$ cat src/rtl/cla_pkg.sv
// Shared constants and state encoding for the digit-serial CLA subtractor.
package cla_pkg;

    localparam int SLICE_W = 4;

    typedef enum logic [1:0] {
        IDLE = 2'd0,
        RUN  = 2'd1,
        DONE = 2'd2
    } cla_sub_state_t;

endpackage

$ cat src/rtl/cla4_slice.sv
// 4-bit carry-lookahead adder slice with carry-in.
// Latency: combinational, 0 cycles.
// Backpressure: none, pure datapath.
module cla4_slice (
    input  logic [3:0] a,
    input  logic [3:0] b,
    input  logic       cin,
    output logic [3:0] sum,
    output logic       cout
);

    logic [3:0] g;
    logic [3:0] p;
    logic [4:0] c;

    assign g = a & b;
    assign p = a ^ b;

    // Every carry is a flat function of g/p/cin, so there is no ripple chain.
    assign c[0] = cin;
    assign c[1] = g[0] | (p[0] & cin);
    assign c[2] = g[1] | (p[1] & g[0]) | (p[1] & p[0] & cin);
    assign c[3] = g[2] | (p[2] & g[1]) | (p[2] & p[1] & g[0])
                | (p[2] & p[1] & p[0] & cin);
    assign c[4] = g[3] | (p[3] & g[2]) | (p[3] & p[2] & g[1])
                | (p[3] & p[2] & p[1] & g[0]) | (p[3] & p[2] & p[1] & p[0] & cin);

    assign sum  = p ^ c[3:0];
    assign cout = c[4];

endmodule

$ cat src/rtl/cla_serial_subtractor.sv
// Digit-serial a - b (as a + ~b + 1), one 4-bit CLA slice per clock; CLA_SUB_FLAGS_EN adds zero/neg/ovf flags.
// Latency: operands accepted at edge k, out_valid high after edge k + WIDTH/4.
// Backpressure: in_ready only in IDLE; result held in DONE until out_ready is sampled high.
module cla_serial_subtractor
    import cla_pkg::*;
#(
    parameter int WIDTH = 16
) (
    input  logic             clk,
    input  logic             rst_n,
    input  logic             in_valid,
    output logic             in_ready,
    input  logic [WIDTH-1:0] in_a,
    input  logic [WIDTH-1:0] in_b,
    output logic             out_valid,
    input  logic             out_ready,
    output logic [WIDTH-1:0] out_diff,
    output logic             out_borrow
`ifdef CLA_SUB_FLAGS_EN
    ,
    output logic             out_zero,
    output logic             out_neg,
    output logic             out_ovf
`endif
);

    localparam int NSLICE = WIDTH / SLICE_W;
    localparam int IDX_W  = (NSLICE > 1) ? $clog2(NSLICE) : 1;
    localparam logic [IDX_W-1:0] LAST_IDX = IDX_W'(NSLICE - 1);

    cla_sub_state_t   state;
    logic [IDX_W-1:0] idx;
    logic             carry;
    logic [WIDTH-1:0] a_reg;
    logic [WIDTH-1:0] nb_reg;

    logic [SLICE_W-1:0] a_nib;
    logic [SLICE_W-1:0] b_nib;
    logic [SLICE_W-1:0] sum_nib;
    logic               cout;

    assign a_nib    = a_reg[idx*SLICE_W +: SLICE_W];
    assign b_nib    = nb_reg[idx*SLICE_W +: SLICE_W];
    assign in_ready = (state == IDLE);

    cla4_slice u_slice (
        .a    (a_nib),
        .b    (b_nib),
        .cin  (carry),
        .sum  (sum_nib),
        .cout (cout)
    );

`ifdef CLA_SUB_FLAGS_EN
    // Full result as it will look after this edge, so flags can be registered with the last nibble.
    logic [WIDTH-1:0] final_diff;
    always_comb begin
        final_diff = out_diff;
        final_diff[idx*SLICE_W +: SLICE_W] = sum_nib;
    end
`endif

    always_ff @(posedge clk or negedge rst_n) begin
        if (!rst_n) begin
            state      <= IDLE;
            idx        <= '0;
            carry      <= 1'b1;
            a_reg      <= '0;
            nb_reg     <= '0;
            out_diff   <= '0;
            out_borrow <= 1'b0;
            out_valid  <= 1'b0;
`ifdef CLA_SUB_FLAGS_EN
            out_zero   <= 1'b0;
            out_neg    <= 1'b0;
            out_ovf    <= 1'b0;
`endif
        end else begin
            case (state)
                IDLE: begin
                    if (in_valid) begin
                        a_reg  <= in_a;
                        nb_reg <= ~in_b;
                        idx    <= '0;
                        carry  <= 1'b1;
                        state  <= RUN;
                    end
                end
                RUN: begin
                    out_diff[idx*SLICE_W +: SLICE_W] <= sum_nib;
                    carry <= cout;
                    if (idx == LAST_IDX) begin
                        out_borrow <= ~cout;
                        out_valid  <= 1'b1;
                        state      <= DONE;
`ifdef CLA_SUB_FLAGS_EN
                        out_zero <= (final_diff == '0);
                        out_neg  <= final_diff[WIDTH-1];
                        // nb_reg holds ~b, so operand signs differ when the two MSBs match.
                        out_ovf  <= (a_reg[WIDTH-1] == nb_reg[WIDTH-1])
                                  & (final_diff[WIDTH-1] != a_reg[WIDTH-1]);
`endif
                    end else begin
                        idx <= idx + 1'b1;
                    end
                end
                DONE: begin
                    if (out_ready) begin
                        out_valid <= 1'b0;
                        state     <= IDLE;
                    end
                end
                default: state <= IDLE;
            endcase
        end
    end

endmodule

$ cat config.mk
export PLATFORM = sky130hd
export DESIGN_NAME = cla_serial_subtractor
export DESIGN_NICKNAME = d
export VERILOG_FILES = /design/src/rtl/cla_pkg.sv /design/src/rtl/cla4_slice.sv /design/src/rtl/cla_serial_subtractor.sv
export SDC_FILE = /design/constraint.sdc
export NUM_CORES = 1
export LEC_CHECK = 0
export BUFFER_PORTS_ARGS = -buffer_cell sky130_fd_sc_hd__buf_4
export CAP_MARGIN = 20
export CORE_ASPECT_RATIO = 0.9
export CORE_MARGIN = 1
export CORE_UTILIZATION = 33
export CTS_BUF_LIST = sky130_fd_sc_hd__clkbuf_2 sky130_fd_sc_hd__clkbuf_4 sky130_fd_sc_hd__clkbuf_8
export CTS_CLUSTER_SIZE = 40
export DETAILED_ROUTE_END_ITERATION = 12
export PLACE_DENSITY = 0.63
export SETUP_SLACK_MARGIN = 0.02
export SLEW_MARGIN = 10
export SYNTH_ARGS = -nofsm -noshare
export SYNTH_HDL_FRONTEND = slang
export SYNTH_SLANG_ARGS = --single-unit
$ cat constraint.sdc
create_clock -name clk -period 3.55 [get_ports clk]
set_input_delay 0.355 -clock clk [delete_from_list [all_inputs] [get_ports clk]]
set_output_delay 0.355 -clock clk [all_outputs]
set_load 0.005 [all_outputs]
---- After elaboration in Yosys (flattened, before gate mapping) ----
Index checks and enable logic that the tools add are counted.
operators by class
  bitwise logic cells ..................... 31
  add/subtract/negate cells ............... 2
  equality and inequality tests ........... 7
  reductions and logical operators ........ 9
  shift-type cells ........................ 4
  mux-type cells .......................... 13
operators by type and width
  kind                                                    count
  negator 4 -> 34 bit                                     1
  variable shift 4 x 34 -> 16 bit (first input constant)  1
  indexed part select 4 x 34 -> 16 bit                    1
  indexed part select 16 x 5 -> 4 bit                     2
  AND 1 bit                                               16
  bitwise mux 16 bit                                      1
  NOT 16 bit                                              1
  two-way mux 2 bit                                       5
  OR 1 bit                                                10
  AND reduction 3 bit                                     3
  != test 2 bit (second input constant)                   4
  XOR 4 bit                                               2
  one-hot mux 2 bit (3 select lines)                      1
  AND reduction 2 bit                                     3
  AND 4 bit                                               1
  equality test 2 bit (second input constant)             2
  one-hot mux 1 bit (2 select lines)                      2
  one-hot mux 2 bit (2 select lines)                      1
  nonzero test 2 bit                                      2
  two-way mux 1 bit                                       3
  adder 2 x 1 -> 2 bit (second input constant)            1
  equality test 2 x 1 -> 1 bit (second input constant)    1
  logical NOT 2 bit                                       1
  NOT 1 bit                                               1
storage, ports and cells
  input bits .............................. 36
  register bits after elaboration ......... 55
  output and inout port bits .............. 19

---- Depth between registers and ports, before layout ----
Gate-level depths: netlist (run 1).
  depth after elaboration ................. 9
  depth in mapped cells ................... 7
  gate-level depth less buffers ........... 6

---- Cells and area by module ----
Synthesis (run 1) repeated with hierarchy kept, for this count alone.
second synthesis, totals
  cells, all modules ...................... 238
  area total of the unflattened synthesis .. 2,603.7 um2
by module, submodules not included
  module                 seq. area each (um2)  area an instance (um2)  cells each  times used
  cla_serial_subtractor  1,377.6               2,456.1                 221         1
  cla4_slice             0.0                   147.6                   17          1

---- Worst setup path after synthesis (run 1) ----
OpenSTA, ideal clock, no wires.
  path kind ............................... reg-to-reg
  start point ............................. reg idx[0]
  end point ............................... reg out_diff[11]
  path buffers ............................ 1
  stages on the path, launching flop included .. 8
  slack ................................... 1,122 ps
  data required time ...................... 3,429 ps
  arrival ................................. 2,307 ps
  clock period less this slack ............ 2,428 ps
  setup time .............................. 121 ps
  cell sequence ........................... dfrtp_1 > buf_2 > mux4_2 > ha_1 > a41oi_1 > o21ai_2 > xor2_1 > a22o_1
between the ends
  word-level cells in the longest chain between the ends .. 9
  elaborated cells on any way between the ends .. 24
ends and longest elaborated chain
  element                                                        line                                                      source
  start: declaration                                             cla_serial_subtractor.sv:32                               logic [IDX_W-1:0] idx;
  start signal: assignment                                       cla_serial_subtractor.sv:104                              idx <= idx + 1'b1;
  indexed part select 16 x 5 -> 4 bit, on equally long branches  cla_serial_subtractor.sv:42, cla_serial_subtractor.sv:43
  XOR 4 bit or AND 4 bit (tied branches)                         cla4_slice.sv:17, cla4_slice.sv:16
  AND 1 bit, on equally long branches                            cla4_slice.sv:23, cla4_slice.sv:24
  OR 1 bit, or another cell as far along                         cla4_slice.sv:23                                          assign c[3] = g[2] | (p[2] & g[1]) | (p[2] & p[1] & g[0])
  OR 1 bit or AND 1 bit (tied branches)                          cla4_slice.sv:23, cla4_slice.sv:24
  OR 1 bit                                                       cla4_slice.sv:24                                          | (p[2] & p[1] & p[0] & cin);
  XOR 4 bit                                                      cla4_slice.sv:28                                          assign sum = p ^ c[3:0];
  indexed part select 4 x 34 -> 16 bit                           cla_serial_subtractor.sv:90                               out_diff[idx*SLICE_W +: SLICE_W] <= sum_nib;
  bitwise mux 16 bit (*)                                         cla_serial_subtractor.sv:90
  end signal: indexed assignment                                 cla_serial_subtractor.sv:90
  end: declaration                                               cla_serial_subtractor.sv:17                               output logic [WIDTH-1:0] out_diff,
Every way passes the cells marked *; elsewhere a longest branch is shown, timed or not.
A chain may end at the register's enable or synchronous reset.

---- Final worst setup path (run 1) ----
Ends and elaborated chain as after synthesis.

==> impl_metrics.csv, run 1 <==
group,metric,value,unit
synthesis,synth_most_common_cell,"dfrtp_1",
clock_network,path_clk_slew,0.09,ns
run_status,status,"finished clean",
die,initial_utilization,34.21,%
timing,fmax,0.3761,GHz
timing,tightestPinTransition,0.7697,ns
synthesis,syn_nets,252,
synthesis,ys.flop_type,"dfrtp_1",
global_route,grt_antenna_before_repair,0,
synthesis,yosys.area_share.simple,9.358,%
die,die_area,0.008219,sq mm
flow_run,drv_cap,0,
synthesis,yosysWarnings,0,
clock_network,cts_setup_buffers,0,
synthesis,synth-async-reset-ratio,100.0,%
synthesis,synth_area,0.002594,sq mm
die,die_w,95.45,microns
placed_design,dpl.hpwl,3794,microns
synthesis,synth.ff_latch_count,55,
setup_path,cp-end-kind,"flip-flop",
timing,period_needed,2.659,ns
synthesis,synth_mux_area_share,16.64,%
placed_design,portBuffers,54,
synthesis,synthXorXnorAreaFrac,1.013,%
clock_network,numCtsBuffers,5,
die,rows,30,
placed_design,gp_congestion,0.7631,
setup_path,timing.critical_path.buf_inv,0,
cells_and_area,diodes,0,
setup_path,path_max_fanout,16,
route,drt_iter0_markers,65,
global_route,grt_pass1_wl,8825,microns
route,antenna_left,0,
global_route,grt_pass1_vias,1757,
timing,drv_slew,0,
setup_path,path_cells,"mux4_2 > ha_1 > a41oi_1 > o21ai_2 > xor2_1 > a22o_1",
cells_and_area,drive_above_1_share,36.29,%
cells_and_area,fillers,732,
global_route,grt_overflow,0,
timing,setup-violations-final,0,
synthesis,synth_enable_flop_cells,0,
die,core_area,0.007582,sq mm
clock_network,clock_path_buffers,2,
clock_network,cts.repair.resized,0,
timing,skew,0.008409,ns
setup_path,slowest_stage,"dfrtp_1",
clock_network,hold_buffers,0,
global_route,grt_max_degree,56,
setup_path,critPathKind,"flip-flop to flip-flop",
clock_network,cts_num_sinks,55,
timing,hold_viol_final,0,
route,routedWlPerCell,14.52,microns
route,num_vias,1702,
hold_path,hold_path.class,"primary input to async pin",
synthesis,synth_area_leader_cell,"dfrtp_1",
pwr,ir_drop,0.0003802,V
global_route,grtUsageTotal,14.19,%
synthesis,synth_top_area_share,52.10,%
synthesis,synth_compound_area_share,10.52,%
timing,relSlewSlack,48.68,%
die,io_pins,55,
route,post_drt_via_cell_ratio,4.794,
timing,finalCritPeriodShare,74.90,%
setup_path,cp.required,3.80,ns
route,drc_errors,0,
clock_network,cts_root_buf,"clkbuf_8",
route,drtPass1Iterations,4,
setup_path,reg2regPathDepth,6,
setup_path,worst-path-stages,6,
cells_and_area,areaGrowthSynthToFinish,21.56,%
synthesis,synthAdderAreaFrac,5.596,%
synthesis,synth_top_family_by_area,"multiplexers",
setup_path,start_kind,"flip-flop",
clock_network,cts_tree,"yes",
synthesis,syn_area_per_cell,12.65,sq um
setup_path,cpPeakStageDelay,0.81,ns
synthesis,synth_area_leaders,"dfrtp_1, mux2_4, mux4_2",
die,die-height,86.11,microns
synthesis,syn_inst,205,
synthesis,yosysUniqueCellTypes,32,
synthesis,seq_area_frac_synth,53.11,%
timing,rsz0062_at_grt,"no",
timing,setup_tns,0,ns
pwr,fin_total_pwr,3.141,mW
pwr,p_leak,1.456,nW
pwr,powerDensity,996.2,mW/mm^2
route,routed_wl,5154,microns
clock_network,clk_latency,0.31,ns
cells_and_area,nNetsFinal,305,
setup_path,cp_top_family,"flip-flops",
setup_path,cp.arrival,2.91,ns
clock_network,htree_levels,2,
synthesis,synth_commonest_cells,"dfrtp_1, nor2_1, a21oi_1",
==> logic make-up (layout without fill, tap and decap cells) <==
logic type	after synthesis	after routing
AOI/OAI and AO/OA	43	43
buffers and inverters	14	68
adders and majority gates	11	11
DFF	55	55
muxes	25	25
and+or+nand+nor	54	54
xor gates and xnor gates	3	3
==> cell usage in the layout, fill, tap and decap left out <==
cell	synthesis	final
and4_1	1	1
fa_1	1	1
mux4_2	8	8
mux2_4	16	16
nand2_1	17	17
a41oi_1	1	1
and2_2	0	1
a211oi_2	1	1
dfstp_2	1	1
a22o_1	10	10
or2b_1	1	1
inv_1	5	5
dfrtp_1	54	54
nand4_1	3	3
clkbuf_4	0	1
a21o_1	1	1
o31ai_1	1	1
nor2_2	2	2
nor2b_1	2	2
xor2_1	1	1
and2_1	2	1
o21ai_0	8	8
mux2_2	1	1
ha_1	10	10
nor4bb_1	1	1
nor2_1	23	23
buf_4	0	55
a21oi_1	20	20
clkbuf_8	0	7
nor3_1	2	2
xnor2_1	2	2
o21ai_2	1	1
==> metal layers <==
| layer | track usage, % | share of wire [%] |
|---|---|---|
| met5 | 0 | 0 |
| met4 | 4.885 | 1.2 |
| met3 | 3.103 | 4.7 |
| met2 | 21.04 | 45 |
| met1 | 20.43 | 49 |
==> layout make-up <==
type | count | area (sq um) | share of cell area [%]
Clock buffer | 8 | 103.9 | 3.294
Inverter | 5 | 18.77 | 0.5952
Multi-Input combinational cell | 136 | 1120 | 35.52
Sequential cell | 55 | 1378 | 43.69
Tap cell | 96 | 120.1 | 3.810
Timing Repair Buffer | 55 | 412.9 | 13.10
==> worst paths after layout <==
| check | to | start | slack, ns |
|---|---|---|---|
| worst max-delay path | out_diff[11]$_DFFE_PN0P_ | idx[0]$_DFFE_PN0P_ | 0.89 |
| worst min-delay path | out_valid$_DFFE_PN0P_ | rst_n | 0.08 |
| worst max register to register | out_diff[11]$_DFFE_PN0P_ | idx[0]$_DFFE_PN0P_ | 0.89 |
| worst min register to register | out_diff[5]$_DFFE_PN0P_ | out_diff[5]$_DFFE_PN0P_ | 0.50 |
| max in group asynchronous | nb_reg[8]$_DFFE_PN0P_ | rst_n | 3.00 |
| min in group clk | nb_reg[15]$_DFFE_PN0P_ | in_b[15] | 0.20 |
==> per-stage QoR <==
| step | std cells | hold WS, ns | setup slack, ns | area, sq um | utilization [%] |
|---|---|---|---|---|---|
| after floorplan | 205 | 0.05941 | 1.122 | 2594 | - |
| after global placement | 347 | 0.4418 | 0.9162 | 3049 | 40.21 |
| after detailed placement | 347 | 0.4484 | 0.8757 | 3049 | 40.21 |
| after CTS | 355 | 0.1103 | 0.8562 | 3153 | 41.58 |
| after global routing | 355 | 0.1390 | 0.6343 | 3153 | 41.58 |
| final | 355 | 0.08228 | 0.8910 | 3153 | 41.58 |
==> worst reg2reg max path: cells and delay by family (launching register included) <==
family / cells / cell delay, ns
multiplexers: 1 / 0.62
AO/OA/AOI/OAI: 3 / 0.58
flip-flops: 1 / 0.81
adder cells (fa/ha/maj): 1 / 0.33
XOR/XNOR: 1 / 0.27
==> power by group <==
part / switching (mW) / internal, mW
combinational: 0.790 / 0.823
clock: 0.199 / 0.186
sequential: 0.231 / 0.911
total: 1.22 / 1.92
Note: power is estimated with default switching activity, not from simulation.
==> run 2, diff against run 1 <==
--- a/config.mk
+++ b/config.mk
@@ -5,6 +5,7 @@
 export SDC_FILE = /design/constraint.sdc
 export NUM_CORES = 1
 export LEC_CHECK = 0
+export ABC_AREA = 1
 export BUFFER_PORTS_ARGS = -buffer_cell sky130_fd_sc_hd__buf_4
 export CAP_MARGIN = 20
 export CORE_ASPECT_RATIO = 0.9
==> constraint.sdc (replaced) <==
create_clock -name clk -period 2.5 [get_ports clk]
set_input_delay 0.25 -clock clk [delete_from_list [all_inputs] [get_ports clk]]
set_output_delay 0.25 -clock clk [all_outputs]
set_load 0.005 [all_outputs]
==> run 2 against run 1 <==
Against the previous run:
- the flow now finishes with violations (negative hold slack)
- final cell count grew 30%
- sequential cell count stayed put
- register-to-register slack got worse by 0.57 ns
- critical path type unchanged
- critical endpoint is now out_diff[7]$_DFFE_PN0P_
==> impl_metrics.csv, run 2 <==
group,metric,value,unit
cells_and_area,final_common_cell,"nand2_1",
setup_path,slowest_stage,"dfrtp_1",
setup_path,critPathKind,"flip-flop to flip-flop",
timing,tightestPinTransition,0.6835,ns
setup_path,path_cells,"clkinv_1 > o21ai_0 > o22ai_1 > ha_1 > or2_2 > nand2_1 > nand2_1 > nand2_1 > nand2_1 > nand4_1 > nand2_1",
synthesis,seq_area_frac_synth,52.43,%
global_route,grt_max_degree,56,
synthesis,synth-async-reset-ratio,100.0,%
cells_and_area,diodes,0,
flow_run,drv_cap,0,
route,num_vias,2164,
die,core_area,0.007620,sq mm
setup_path,r2r-end,"out_diff[7]$_DFFE_PN0P_",
setup_path,regToRegSetupSlack,0.32,ns
hold_path,hold_path.class,"primary input to async pin",
clock_network,hold_buffers,0,
timing,setup-violations-final,0,
clock_network,cts_num_sinks,55,
cells_and_area,final_cell_mix,"nand2_1, buf_4, dfrtp_1, o21ai_0, nor2_1",
timing,period_needed,2.178,ns
synthesis,synth_most_common_cell,"nand2_1",
clock_network,cts_tree,"yes",
clock_network,clock_path_buffers,2,
route,routed_wl,5757,microns
placed_design,placed_area,0.003128,sq mm
setup_path,cp-end-kind,"flip-flop",
die,die-height,86.65,microns
cells_and_area,final_area,0.003246,sq mm
synthesis,yosysUniqueCellTypes,28,
cells_and_area,multi_input_area,0.001131,sq mm
route,drc_errors,0,
placed_design,portBuffers,54,
setup_path,start_kind,"flip-flop",
cells_and_area,register_area,0.001378,sq mm
global_route,grt_overflow,0,
timing,rsz0062_at_grt,"no",
setup_path,reg2regPathDepth,11,
synthesis,synth_area,0.002628,sq mm
synthesis,syn_inst,308,
timing,hold_viol_final,38,
timing,skew,0.004130,ns
clock_network,path_clk_slew,0.09,ns
setup_path,cp_top_family,"simple AND/OR/NAND/NOR gates",
synthesis,syn_nets,355,
route,antenna_left,0,
global_route,grt_pass1_wl,9818,microns
clock_network,cts_setup_buffers,0,
timing,drv_slew,0,
setup_path,cp.required,2.71,ns
synthesis,ys.flop_type,"dfrtp_1",
clock_network,cts.repair.resized,0,
setup_path,startpoint,"idx[1]$_DFFE_PN0P_",
setup_path,timing.critical_path.buf_inv,1,
synthesis,syn_area_per_cell,8.531,sq um
timing,relSlewSlack,54.43,%
clock_network,clk_latency,0.31,ns
placed_design,dpl.hpwl,4151,microns
cells_and_area,fillers,781,
timing,finalCritPeriodShare,87.13,%
cells_and_area,drive_above_1_share,23.08,%
die,rows,30,
die,initial_utilization,34.48,%
timing,hold_slack,-0.03292,ns
synthesis,synth_area_leader_cell,"dfrtp_1",
pwr,ir_drop,0.0004454,V
placed_design,gp_congestion,0.8354,
pwr,powerDensity,1356,mW/mm^2
synthesis,synth_enable_flop_cells,0,
cells_and_area,nNetsFinal,410,
pwr,fin_total_pwr,4.401,mW
cells_and_area,areaGrowthSynthToFinish,23.52,%
timing,setup_tns,0,ns
setup_path,cp.arrival,2.38,ns
synthesis,synth_commonest_cells,"nand2_1, dfrtp_1, o21ai_0",
synthesis,synth_top_area_share,51.43,%
synthesis,synth_area_leaders,"dfrtp_1, nand2_1, o21ai_0",
route,post_drt_via_cell_ratio,4.704,
global_route,grtUsageTotal,15.31,%
die,die_w,96.06,microns
pwr,p_leak,1.664,nW
placed_design,dp_slack,0.3504,ns
run_status,status,"complete, but fails checks",
clock_network,numCtsBuffers,5,
die,die_area,0.008323,sq mm
route,drtPass1Iterations,4,
synthesis,synth.ff_latch_count,55,
clock_network,htree_levels,2,
setup_path,cpPeakStageDelay,0.36,ns
setup_path,worstReg2RegStart,"idx[1]$_DFFE_PN0P_",
route,routedWlPerCell,12.52,microns
timing,fin_ws,0.3217,ns
synthesis,yosysWarnings,0,
timing,fmax,0.4591,GHz
clock_network,cts_root_buf,"clkbuf_8",
setup_path,path_max_fanout,12,
run_status,violations,"negative hold slack",
route,drt_iter0_markers,121,
global_route,grt_pass1_vias,2079,
die,io_pins,55,
setup_path,worst_path_most_repeated_cell,"nand2_1",
global_route,grt_antenna_before_repair,0,
[run 2: cell count changes in the layout (fill, tap and decap cells not counted), moves of 10 or more]
cell and change:
nand2_1 +91, o21ai_0 +31, a21oi_1 -20, mux2_4 -16
nand3_1 +11, a22o_1 -10
[run 2: layout make-up]
cell class                      instances  share of cell area, %
Clock buffer                            6                  2.544
Clock inverter                          2                  1.079
Inverter                               19                  2.197
Multi-Input combinational cell        225                  34.85
Sequential cell                        55                  42.44
Tap cell                               96                  3.701
Timing Repair Buffer                   57                  13.18
[run 2: layer usage]
metal / global-route usage, % / share of wire, % / vias up / routed length, microns
met3: 4.298 / 4.6 / 6 / 267
met5: 0 / 0 / - / 0
li1: - / - / 1107 / -
met1: 21.96 / 50 / 999 / 2906
met2: 23.21 / 44 / 52 / 2538
met4: 2.714 / 0.76 / 0 / 44
[run 2: per-stage QoR]
step	cells	util (%)
after floorplan	308	-
after global placement	452	41.05
after detailed placement	452	41.05
after CTS	460	42.59
after global routing	460	42.59
final	460	42.59
[run 2: cell families (layout without fill, tap and decap cells)]
| logic type | Yosys count | count (layout) | share of synthesized area [%] |
|---|---|---|---|
| DFF | 55 | 55 | 52.43 |
| adders and majority gates | 11 | 11 | 5.524 |
| and+or+nand+nor | 156 | 156 | 25.52 |
| buffers and inverters | 28 | 84 | 4.523 |
| xor gates and xnor gates | 1 | 1 | 0.3334 |
| AOI/OAI and AO/OA | 57 | 57 | 11.67 |
[run 2: where the power goes]
group          internal [mW]  switching [mW]  total (mW)
Combinational          0.867            1.43        2.29
Sequential              1.27           0.232        1.50
Clock                  0.324           0.284       0.609
Total                   2.46            1.94        4.40
[run 2: worst max path at each step]
stage          slack (ns)                  endpoint  cells past startpoint
2_1_floorplan        0.43  out_diff[11]$_DFFE_PN0P_                     12
3_3_place_gp         0.43   out_diff[7]$_DFFE_PN0P_                     11
3_5_place_dp         0.35  out_diff[15]$_DFFE_PN0P_                     11
4_1_cts              0.34  out_diff[15]$_DFFE_PN0P_                     11
5_1_grt              0.11  out_diff[14]$_DFFE_PN0P_                     11
6_report             0.32   out_diff[7]$_DFFE_PN0P_                     11
